[src/rtl/mem_bus_arbiter.sv]
// mem_bus_arbiter: shares one single-ported, variable-latency Avalon-style bus
// between the CPU instruction port and data port. The CPU keeps its Harvard
// view (ip/dp ports plus stall) while the arbiter serialises at most one data
// access and one instruction fetch per CPU cycle onto the bus.
module mem_bus_arbiter #(
  parameter int DATA_FIRST = 1,
  parameter int WAIT_LIMIT = 255
) (
  input  logic        clk,
  input  logic        rst,
  input  logic [31:0] ip_address,
  input  logic        read_ip,
  output logic [31:0] ip_data,
  input  logic [31:0] dp_address,
  input  logic [31:0] writedata,
  input  logic [3:0]  byteenable,
  input  logic        read_dp,
  input  logic        write_dp,
  output logic [31:0] dp_data,
  output logic        stall,
  output logic [31:0] mem_address,
  output logic        mem_read,
  output logic        mem_write,
  output logic [31:0] mem_writedata,
  output logic [3:0]  mem_byteenable,
  input  logic        mem_waitrequest,
  input  logic [31:0] mem_readdata,
  output logic        bus_error
);

  localparam int WW = $clog2(WAIT_LIMIT + 1);
  // Counter value seen on the wait cycle that would make the count reach WAIT_LIMIT.
  localparam logic [WW-1:0] LAST_WAIT = WW'(WAIT_LIMIT - 1);

  typedef enum logic [1:0] {
    IDLE      = 2'd0,
    DATA_ACC  = 2'd1,
    INSTR_ACC = 2'd2,
    RELEASE   = 2'd3
  } state_t;

  state_t          state;
  logic [31:0]     ip_addr;
  logic [31:0]     dp_addr;
  logic [31:0]     st_data;
  logic [3:0]      st_be;
  logic            is_store;
  logic            pend_instr;
  logic            pend_data;
  logic [WW-1:0]   wait_cnt;

  logic            data_req;
  logic            take_data;
  logic            timeout;

  // Byte-offset bits never reach the bus; the bus is word addressed.
  logic unused_addr_bits;
  assign unused_addr_bits = &{1'b0, ip_address[1:0], dp_address[1:0]};

  // Request decode: which access goes first and whether this wait cycle times out.
  always_comb begin
    data_req  = read_dp | write_dp;
    take_data = data_req & ((DATA_FIRST != 0) | ~read_ip);
    timeout   = mem_waitrequest & (wait_cnt == LAST_WAIT);
  end

  // CPU stall: follows requests in IDLE, high during bus accesses, low in RELEASE and reset.
  always_comb begin
    stall = 1'b0;
    if (rst) begin
      stall = 1'b0;
    end else begin
      case (state)
        IDLE:      stall = data_req | read_ip;
        DATA_ACC:  stall = 1'b1;
        INSTR_ACC: stall = 1'b1;
        RELEASE:   stall = 1'b0;
        default:   stall = 1'b0;
      endcase
    end
  end

  // Arbitration FSM with registered bus outputs, captured read data and the sticky error.
  always_ff @(posedge clk or posedge rst) begin
    if (rst) begin
      state          <= IDLE;
      ip_addr        <= 32'h0;
      dp_addr        <= 32'h0;
      st_data        <= 32'h0;
      st_be          <= 4'h0;
      is_store       <= 1'b0;
      pend_instr     <= 1'b0;
      pend_data      <= 1'b0;
      wait_cnt       <= {WW{1'b0}};
      ip_data        <= 32'h0;
      dp_data        <= 32'h0;
      mem_address    <= 32'h0;
      mem_read       <= 1'b0;
      mem_write      <= 1'b0;
      mem_writedata  <= 32'h0;
      mem_byteenable <= 4'h0;
      bus_error      <= 1'b0;
    end else begin
      case (state)
        IDLE: begin
          wait_cnt <= {WW{1'b0}};
          // Latch both sides so the second access does not depend on the CPU inputs.
          ip_addr  <= {ip_address[31:2], 2'b00};
          dp_addr  <= {dp_address[31:2], 2'b00};
          st_data  <= writedata;
          st_be    <= byteenable;
          is_store <= write_dp;
          if (take_data) begin
            pend_instr     <= read_ip;
            pend_data      <= 1'b0;
            mem_address    <= {dp_address[31:2], 2'b00};
            mem_read       <= ~write_dp;
            mem_write      <= write_dp;
            mem_writedata  <= write_dp ? writedata : 32'h0;
            mem_byteenable <= write_dp ? byteenable : 4'b1111;
            state          <= DATA_ACC;
          end else if (read_ip) begin
            pend_instr     <= 1'b0;
            pend_data      <= data_req;
            mem_address    <= {ip_address[31:2], 2'b00};
            mem_read       <= 1'b1;
            mem_write      <= 1'b0;
            mem_writedata  <= 32'h0;
            mem_byteenable <= 4'b1111;
            state          <= INSTR_ACC;
          end else begin
            state <= IDLE;
          end
        end

        DATA_ACC: begin
          if (!mem_waitrequest) begin
            wait_cnt <= {WW{1'b0}};
            if (!is_store) begin
              dp_data <= mem_readdata;
            end else begin
              dp_data <= dp_data;
            end
            if (pend_instr) begin
              pend_instr     <= 1'b0;
              mem_address    <= ip_addr;
              mem_read       <= 1'b1;
              mem_write      <= 1'b0;
              mem_writedata  <= 32'h0;
              mem_byteenable <= 4'b1111;
              state          <= INSTR_ACC;
            end else begin
              mem_read  <= 1'b0;
              mem_write <= 1'b0;
              state     <= RELEASE;
            end
          end else if (timeout) begin
            // Give up on the bus: abandon any pending access and let the CPU advance.
            bus_error  <= 1'b1;
            wait_cnt   <= {WW{1'b0}};
            pend_instr <= 1'b0;
            pend_data  <= 1'b0;
            mem_read   <= 1'b0;
            mem_write  <= 1'b0;
            state      <= RELEASE;
          end else begin
            wait_cnt <= wait_cnt + WW'(1);
          end
        end

        INSTR_ACC: begin
          if (!mem_waitrequest) begin
            wait_cnt <= {WW{1'b0}};
            ip_data  <= mem_readdata;
            if (pend_data) begin
              pend_data      <= 1'b0;
              mem_address    <= dp_addr;
              mem_read       <= ~is_store;
              mem_write      <= is_store;
              mem_writedata  <= is_store ? st_data : 32'h0;
              mem_byteenable <= is_store ? st_be : 4'b1111;
              state          <= DATA_ACC;
            end else begin
              mem_read  <= 1'b0;
              mem_write <= 1'b0;
              state     <= RELEASE;
            end
          end else if (timeout) begin
            bus_error  <= 1'b1;
            wait_cnt   <= {WW{1'b0}};
            pend_instr <= 1'b0;
            pend_data  <= 1'b0;
            mem_read   <= 1'b0;
            mem_write  <= 1'b0;
            state      <= RELEASE;
          end else begin
            wait_cnt <= wait_cnt + WW'(1);
          end
        end

        RELEASE: begin
          mem_read  <= 1'b0;
          mem_write <= 1'b0;
          state     <= IDLE;
        end

        default: begin
          mem_read  <= 1'b0;
          mem_write <= 1'b0;
          state     <= IDLE;
        end
      endcase
    end
  end

endmodule
[config.mk]
export PLATFORM = sky130hd
export DESIGN_NAME = mem_bus_arbiter
export DESIGN_NICKNAME = d
export VERILOG_FILES = /design/src/rtl/mem_bus_arbiter.sv
export SDC_FILE = /design/constraint.sdc
export NUM_CORES = 1
export LEC_CHECK = 0
export ABC_AREA = 1
export ABC_CLOCK_PERIOD_IN_PS = 9960
export BUFFER_PORTS_ARGS = -buffer_cell sky130_fd_sc_hd__buf_2
export CORE_ASPECT_RATIO = 0.9
export CORE_MARGIN = 4
export CORE_UTILIZATION = 53
export DETAILED_ROUTE_END_ITERATION = 8
export HOLD_SLACK_MARGIN = 0.15
export PLACE_DENSITY = 0.8
export RECOVER_POWER = 50
export REMOVE_ABC_BUFFERS = 1
export SKIP_LAST_GASP = 1
export SLEW_MARGIN = 20
export SYNTH_ARGS = -nofsm -noshare
export SYNTH_HDL_FRONTEND = slang
export SYNTH_SLANG_ARGS = --single-unit
[constraint.sdc]
create_clock -name clk -period 9.96 [get_ports clk]
set_input_delay 0.498 -clock clk [delete_from_list [all_inputs] [get_ports clk]]
set_output_delay 0.498 -clock clk [all_outputs]
set_load 0.005 [all_outputs]
==> impl_metrics.csv, run 1 <==
group,metric,value,unit
outcome,status,"complete, but fails checks",
outcome,violations,"capacitance limit, slew limit",
power,power-per-cell-area,339,mW/mm^2
power,pwr-share-seq,38.4,%
placed_design,port_buffers,267,
detailed_routing,finalWirelength,28000,um
floorplanning,io_pins,274,
worst_setup_path,crit_chain,"clkbuf_1, inv_8, clkbuf_1, buf_4",
yosys,ys_top_cells_by_count,"459 x nand2_1, 242 x dfrtp_1, 229 x o21ai_0",
clock_network,ctsResizeCount,0,
detailed_routing,wire_per_inst,15.3,um
clock_network,cts_max_level,1,
placed_design,hpwl,17600,um
yosys,yosysWarnings,0,
placed_design,gp_congestion,0.805,
timing,whs,144,ps
floorplanning,start_util,54.1,%
cells_and_area,synthToLayoutAreaGrowth,19.0,%
yosys,ys_seq_area_share,56.0,%
yosys,ys_top_cells_by_area,"dfrtp_1 56%, nand2_1 16%, o21ai_0 11%",
floorplanning,die_w,159,um
detailed_routing,drc_errors,0,
yosys,synth-edff-count,0,
worst_setup_path,path_class,"input port to async pin",
grt,gr-total-overflow,0,
worst_setup_path,critPathArrivalTime,4700,ps
cells_and_area,num-fill-cells,1717,
floorplanning,coreArea,0.0200,mm^2
timing,setup_viol,0,
worst_setup_path,crit_fanout,121,
detailed_routing,ant_nets,0,
clock_network,post-cts-setup-buffers,0,
detailed_routing,drt_iter0_markers,770,
yosys,synth_top_family_by_area,"simple AND/OR/NAND/NOR gates",
yosys,ys_ff_latch,242,
power,total_power,4.36,mW
hold_path,min_path_type,"input port to async pin",
timing,fin_crit,4160,ps
grt,grt_antenna_before_repair,2,
worst_setup_path,regToRegSetupSlack,6560,ps
worst_setup_path,r2r_cells,10,
timing,rsz0062_at_grt,"no",
timing,clock_skew,12.5,ps
yosys,yosysTopAreaCellShare,56.0,%
timing,maxSlewViolCount,62,
detailed_routing,viasPerCell,5.21,
grt,grt_max_degree,122,
yosys,synthCells,1330,
yosys,synth_most_common_cell,"nand2_1",
timing,slew_headroom,-120,%
clock_network,cts_tree,"done",
detailed_routing,dr.pass1.iters,5,
cells_and_area,drive_gt1_share,14.7,%
cells_and_area,layout.nets,1700,
power,switching_share,41.6,%
timing,tightest_slew,3290,ps
worst_setup_path,end_kind,"async pin",
power,clkPwrFrac,20.7,%
yosys,yosys.area_share.simple,20.3,%
timing,fmax,240,MHz
grt,grt_pass1_wl,45500,um
yosys,synthMuxAreaShare,0,%
power,power_switching,1.81,mW
placed_design,dpl_worst_slack,6570,ps
yosys,ys.flop_type,"dfrtp_1",
power,irDropWorstVdd,0.218,mV
floorplanning,rows,49,
clock_network,clock_path_buffers,3,
clock_network,hold_buffers,0,
timing,setup_tns,0,ps
grt,grt_usage,24.4,%
yosys,yosysUniqueCellTypes,27,
cells_and_area,post-route-util,64.3,%
yosys,synthXorXnorAreaFrac,0.162,%
power,p_leak,6.80,nW
floorplanning,die-height,143,um
worst_setup_path,start_kind,"input port",
worst_setup_path,required,10500,ps
clock_network,insertion_delay,510,ps
worst_setup_path,max_stage_delay,2380,ps
yosys,synth_fa_ha_area_share,0.810,%
clock_network,cts_buffers,25,
worst_setup_path,crit_start,"rst",
timing,post-route-period-util,41.8,%
detailed_routing,vias,9538,
timing,hold_viol,0,
clock_network,clk_pin_slew,60,ps
worst_setup_path,path_common_cell,"clkbuf_1",
yosys,syn_avg_cell_area,8.13,um^2
timing,layout_setup_ws,5800,ps
worst_setup_path,r2r-end,"mem_address[9]",
flow_run,cap_viol_max_count,1,
power,power_frac_comb,40.9,%
clock_network,cts.sinks,242,
yosys,yosys.area.top_type,"dfrtp_1",
worst_setup_path,critPathSlowestCell,"clkbuf_1",
floorplanning,die-area,0.0227,mm^2
grt,grt_pass1_vias,9445,
yosys,syn-cell-area,0.0108,mm^2
yosys,synth_compound_area_share,13.7,%
power,p_int,2.54,mW
yosys,ys_async_sr_fraction,100,%
clock_network,ctsRootBufferMaster,"clkbuf_16",
worst_setup_path,reg2reg_from,"state[0]",
-- logic make-up after synthesis --
family                     Yosys count
other                                1
adders and majority gates            7
buffers and inverters              232
AOI/OAI and AO/OA                  287
DFF                                242
and+or+nand+nor                    559
xor gates and xnor gates             2
-- power groups by stage --
stage / Clock (mW) / Combinational (mW) / Sequential [mW]
final: 0.902 / 1.78 / 1.67
after global routing: 0.962 / 2.06 / 1.72
after CTS: 0.919 / 1.84 / 1.67
after detailed placement: 0 / 1.83 / 1.67
after global placement: 0 / 1.76 / 1.66
after floorplan: 0 / 1.09 / 1.67
-- worst max path at each step --
stage	to	slack (ps)	cells past startpoint
after detailed placement	mem_address[9]	6570	11
after global routing	ip_addr[23]	4940	4
after floorplan	bus_error	2800	1
final	ip_addr[23]	5800	4
after global placement	mem_address[7]	6640	11
after CTS	mem_writedata[28]	6930	8
-- layout by cell type (no fill, tap or decap), drive strengths merged --
cell type / instances
nand2: 460
dfrtp: 242
o21ai: 231
buf: 184
inv: 152
clkbuf: 131
nand3: 51
nor2: 44
a21oi: 38
o211ai: 16
ha: 7
clkinv: 5
diode: 4
nor3: 3
conb: 2
nand4: 1
a21boi: 1
xor2: 1
xnor2: 1
o21bai: 1
clkinvlp: 1
-- final cells by class --
type | count | area [um^2] | area share, %
clock inverter | 5 | 31.3 | 0.243
multi-input combinational | 857 | 3810 | 29.6
sequential | 242 | 6060 | 47.1
inverter | 153 | 583 | 4.53
clock buffer | 39 | 768 | 5.97
antenna | 4 | 10.0 | 0.0778
tap | 255 | 319 | 2.48
timing repair buffer | 276 | 1280 | 9.99
-- through the flow --
stage / cell area (um^2) / cells
CTS: 13000 / 1827
global route: 12900 / 1829
floorplan: 10400 / 1252
finish: 12900 / 1831
detailed placement: 12200 / 1783
global placement: 12200 / 1783
-- layer usage --
| metal | wire [um] | GRT usage (%) | part of all wire (%) | vias up |
|---|---|---|---|---|
| li1 | - | - | - | 4620 |
| met1 | 11500 | 31.8 | 41 | 4477 |
| met2 | 13400 | 41.3 | 48 | 376 |
| met3 | 2260 | 5.12 | 8.1 | 65 |
| met4 | 848 | 7.90 | 3.0 | 0 |
| met5 | 0 | 0 | 0 | - |
-- worst max-delay path: cells and delay by family --
| kind | cells | cell delay, ps |
|---|---|---|
| buffers and inverters | 4 | 3980 |
-- state kept, by name, summed over array words and instances (netlist names) --
| register | count |
|---|---|
| bus_error | 1 |
| dp_addr | 30 |
| dp_data | 32 |
| ip_addr | 30 |
| ip_data | 32 |
| is_store | 1 |
| mem_address | 30 |
| mem_byteenable | 4 |
| mem_read | 1 |
| mem_write | 1 |
| mem_writedata | 32 |
| pend_data | 1 |
| pend_instr | 1 |
| st_be | 4 |
| st_data | 32 |
| state | 2 |
| wait_cnt | 8 |
Note: power is estimated with default switching activity, not from simulation.
==> run 2, diff against run 1 <==
--- a/config.mk
+++ b/config.mk
@@ -5,8 +5,8 @@
 export SDC_FILE = /design/constraint.sdc
 export NUM_CORES = 1
 export LEC_CHECK = 0
-export ABC_AREA = 1
-export ABC_CLOCK_PERIOD_IN_PS = 9960
+export ABC_AREA = 0
+export ABC_CLOCK_PERIOD_IN_PS = 3900
 export BUFFER_PORTS_ARGS = -buffer_cell sky130_fd_sc_hd__buf_2
 export CORE_ASPECT_RATIO = 0.9
 export CORE_MARGIN = 4
==> constraint.sdc (replaced) <==
create_clock -name clk -period 3.9 [get_ports clk]
set_input_delay 0.195 -clock clk [delete_from_list [all_inputs] [get_ports clk]]
set_output_delay 0.195 -clock clk [all_outputs]
set_load 0.005 [all_outputs]
==> run 2 against run 1 <==
  * The flow still finishes with violations (capacitance limit, slew limit)
  * Non-clock buffer count up 137
  * Utilization up 8.8 points
  * Setup slack worse by 4700 ps
  * Final area up 11%
  * Global-route usage up 0.78 points
  * Clock power rose to 2.7 times the previous value
  * Combinational power rose to 2.8 times the previous value
  * Wire length up 2.0%
  * Clock skew up 8.0 ps
  * Sequential power rose to 2.7 times the previous value
  * Largest cell class unchanged
  * Largest power group unchanged
  * Highest routed layer unchanged
==> impl_metrics.csv, run 2 <==
group,metric,value,unit
outcome,status,"complete, but fails checks",
outcome,violations,"capacitance limit, slew limit",
worst_setup_path,required,4290,ps
placed_design,hpwl,16300,um
floorplanning,io_pins,274,
grt,grt_pass1_wl,45800,um
flow_run,cap_viol_max_count,1,
cells_and_area,drive_gt1_share,37.5,%
floorplanning,coreArea,0.0195,mm^2
grt,grt_antenna_before_repair,1,
yosys,yosysTopAreaCellShare,56.8,%
power,power_switching,4.03,mW
yosys,synth-edff-count,0,
clock_network,ctsResizeCount,0,
grt,gr-total-overflow,0,
worst_setup_path,r2r_cells,6,
timing,setup_viol,0,
power,p_int,7.88,mW
worst_setup_path,path_delay_family,"adder cells",
timing,layout_setup_ws,1070,ps
timing,setup_tns,0,ps
detailed_routing,vias,7856,
worst_setup_path,crit_fanout,47,
floorplanning,start_util,54.8,%
power,clkPwrFrac,20.1,%
worst_setup_path,critPathSlowestCell,"ha_4",
yosys,yosysWarnings,0,
detailed_routing,wire_per_inst,20.2,um
yosys,synth_most_common_cell,"dfrtp_1",
timing,maxSlewViolCount,130,
clock_network,cts.sinks,242,
detailed_routing,ant_nets,0,
grt,grt_max_degree,131,
cells_and_area,mostFrequentLayoutCells,"242 x dfrtp_1, 181 x mux2_2, 156 x buf_2, 134 x dlygate4sd3_1, 120 x clkbuf_1",
floorplanning,rows,48,
yosys,yosysUniqueCellTypes,46,
worst_setup_path,start_kind,"flip-flop",
power,irDropWorstVdd,0.563,mV
yosys,synthCells,751,
yosys,ys_seq_area_share,56.8,%
cells_and_area,final_common_cell,"dfrtp_1",
timing,rsz0062_at_grt,"no",
worst_setup_path,regToRegSetupSlack,1070,ps
floorplanning,die_w,157,um
placed_design,dpl_worst_slack,1090,ps
timing,post-route-period-util,72.5,%
worst_setup_path,cp_num_buf_inv,2,
timing,tightest_slew,2720,ps
grt,grt_pass1_vias,8606,
clock_network,clock_path_buffers,3,
timing,hold_viol,0,
power,power-per-cell-area,838,mW/mm^2
hold_path,hold_start,"writedata[3]",
yosys,ys_ff_latch,242,
hold_path,hold_end,"st_data[3]",
clock_network,ctsRootBufferMaster,"clkbuf_16",
power,power_frac_comb,42.3,%
worst_setup_path,crit_chain,"inv_1, ha_4, a21o_1, nand3b_4, buf_12, mux2_2",
floorplanning,die-height,143,um
cells_and_area,layout.nets,1285,
clock_network,cts_max_level,1,
yosys,ys_top_cells_by_area,"dfrtp_1 57%, mux2_2 19%, mux2_4 5.6%",
yosys,ys_async_sr_fraction,100,%
worst_setup_path,r2r-end,"mem_address[20]",
worst_setup_path,path_class,"flip-flop to flip-flop",
power,pwr-share-seq,37.6,%
detailed_routing,drc_errors,0,
power,p_leak,6.34,nW
detailed_routing,viasPerCell,5.57,
yosys,syn_avg_cell_area,14.2,um^2
detailed_routing,finalWirelength,28500,um
clock_network,insertion_delay,530,ps
yosys,ys_top_cells_by_count,"242 x dfrtp_1, 181 x mux2_2, 40 x mux2_4",
hold_path,min_path_type,"input port to flip-flop",
clock_network,clk_pin_slew,60,ps
worst_setup_path,critPathArrivalTime,3220,ps
cells_and_area,synthToLayoutAreaGrowth,33.4,%
worst_setup_path,reg2reg_from,"state[1]",
grt,grt_usage,25.2,%
worst_setup_path,max_stage_delay,590,ps
clock_network,cts_tree,"done",
placed_design,dp.cells,1228,
power,switching_share,33.8,%
timing,fin_crit,2830,ps
worst_setup_path,end_kind,"flip-flop",
power,total_power,11.9,mW
yosys,ys.flop_type,"dfrtp_1",
timing,slew_headroom,-81.0,%
timing,clock_skew,20.6,ps
hold_path,hold_depth,3,
clock_network,cts_buffers,26,
floorplanning,die-area,0.0225,mm^2
placed_design,port_buffers,267,
detailed_routing,drt_iter0_markers,435,
placed_design,gp_congestion,0.802,
clock_network,post-cts-setup-buffers,0,
yosys,yosys.area.top_type,"dfrtp_1",
detailed_routing,dr.pass1.iters,5,
timing,fmax,354,MHz
yosys,syn-cell-area,0.0107,mm^2
clock_network,hold_buffers,134,
cells_and_area,fin_cells,1410,
==> run 2: cell types whose count changed in the layout (fill, tap and decap cells not counted), moves of 40 or more <==
cell	delta
inv_1	-143
mux2_4	+40
mux2_2	+181
o21ai_0	-191
dlygate4sd3_1	+134
nand2_1	-451
nand3_1	-45
==> run 2: worst max-delay path by stage <==
stage                       to  slack [ps]  depth (start not counted)      from
6_report       mem_address[20]        1070                          6  state[1]
5_1_grt            dp_data[22]         660                          4       rst
3_3_place_gp    mem_address[8]        1170                          6  state[0]
3_5_place_dp    mem_address[8]        1090                          6  state[0]
4_1_cts         mem_address[8]        1080                          6  state[1]
2_1_floorplan        bus_error       -2940                          1       rst
==> run 2: final cells by class <==
| type | count | area [um^2] |
|---|---|---|
| timing repair buffer | 413 | 2650 |
| inverter | 7 | 30.0 |
| multi-input combinational | 450 | 4340 |
| antenna | 2 | 5.00 |
| fill | 1270 | 5230 |
| sequential | 242 | 6060 |
| tap | 250 | 313 |
| clock inverter | 4 | 58.8 |
| clock buffer | 42 | 771 |
==> run 2: stage by stage <==
step / util [%] / hold WS [ps] / area (um^2)
floorplan: - / 336 / 10400
global placement: 62.7 / 440 / 12200
detailed placement: 62.7 / 445 / 12200
CTS: 73.8 / 429 / 14400
global route: 73.1 / 454 / 14200
finish: 73.1 / 452 / 14200
==> run 2: cells by family after synthesis <==
logic type / Yosys count / synth area share, %
and+or+nand+nor: 53 / 2.68
other: 1 / 0.0352
muxes: 257 / 28.2
buffers and inverters: 60 / 2.83
adders and majority gates: 7 / 0.822
DFF: 242 / 56.8
xor gates and xnor gates: 6 / 0.493
AOI/OAI and AO/OA: 125 / 8.13
==> run 2: layer usage <==
| layer | part of all wire [%] | vias up | GRT usage, % |
|---|---|---|---|
| met5 | 0 | - | 0 |
| met4 | 2.5 | 0 | 6.65 |
| met3 | 7.5 | 55 | 6.26 |
| met2 | 50 | 306 | 43.6 |
| met1 | 40 | 3984 | 31.9 |
| li1 | - | 3511 | - |
==> run 2: power groups by stage <==
| stage | sequential (mW) | combinational, mW | clock [mW] |
|---|---|---|---|
| CTS | 4.41 | 5.13 | 2.43 |
| finish | 4.48 | 5.03 | 2.40 |
| detailed placement | 4.43 | 5.00 | 0 |
| global route | 4.62 | 5.49 | 2.55 |
| global placement | 4.36 | 4.86 | 0 |
| floorplan | 4.39 | 3.41 | 0 |
==> run 2: worst reg2reg max path, delay by kind of cell, from the launching register on <==
family	cells	cell delay [ps]
mux	1	410
compound gates	1	240
buf+inv	2	530
flops	1	400
fa+ha+maj	1	590
simple gates	1	530
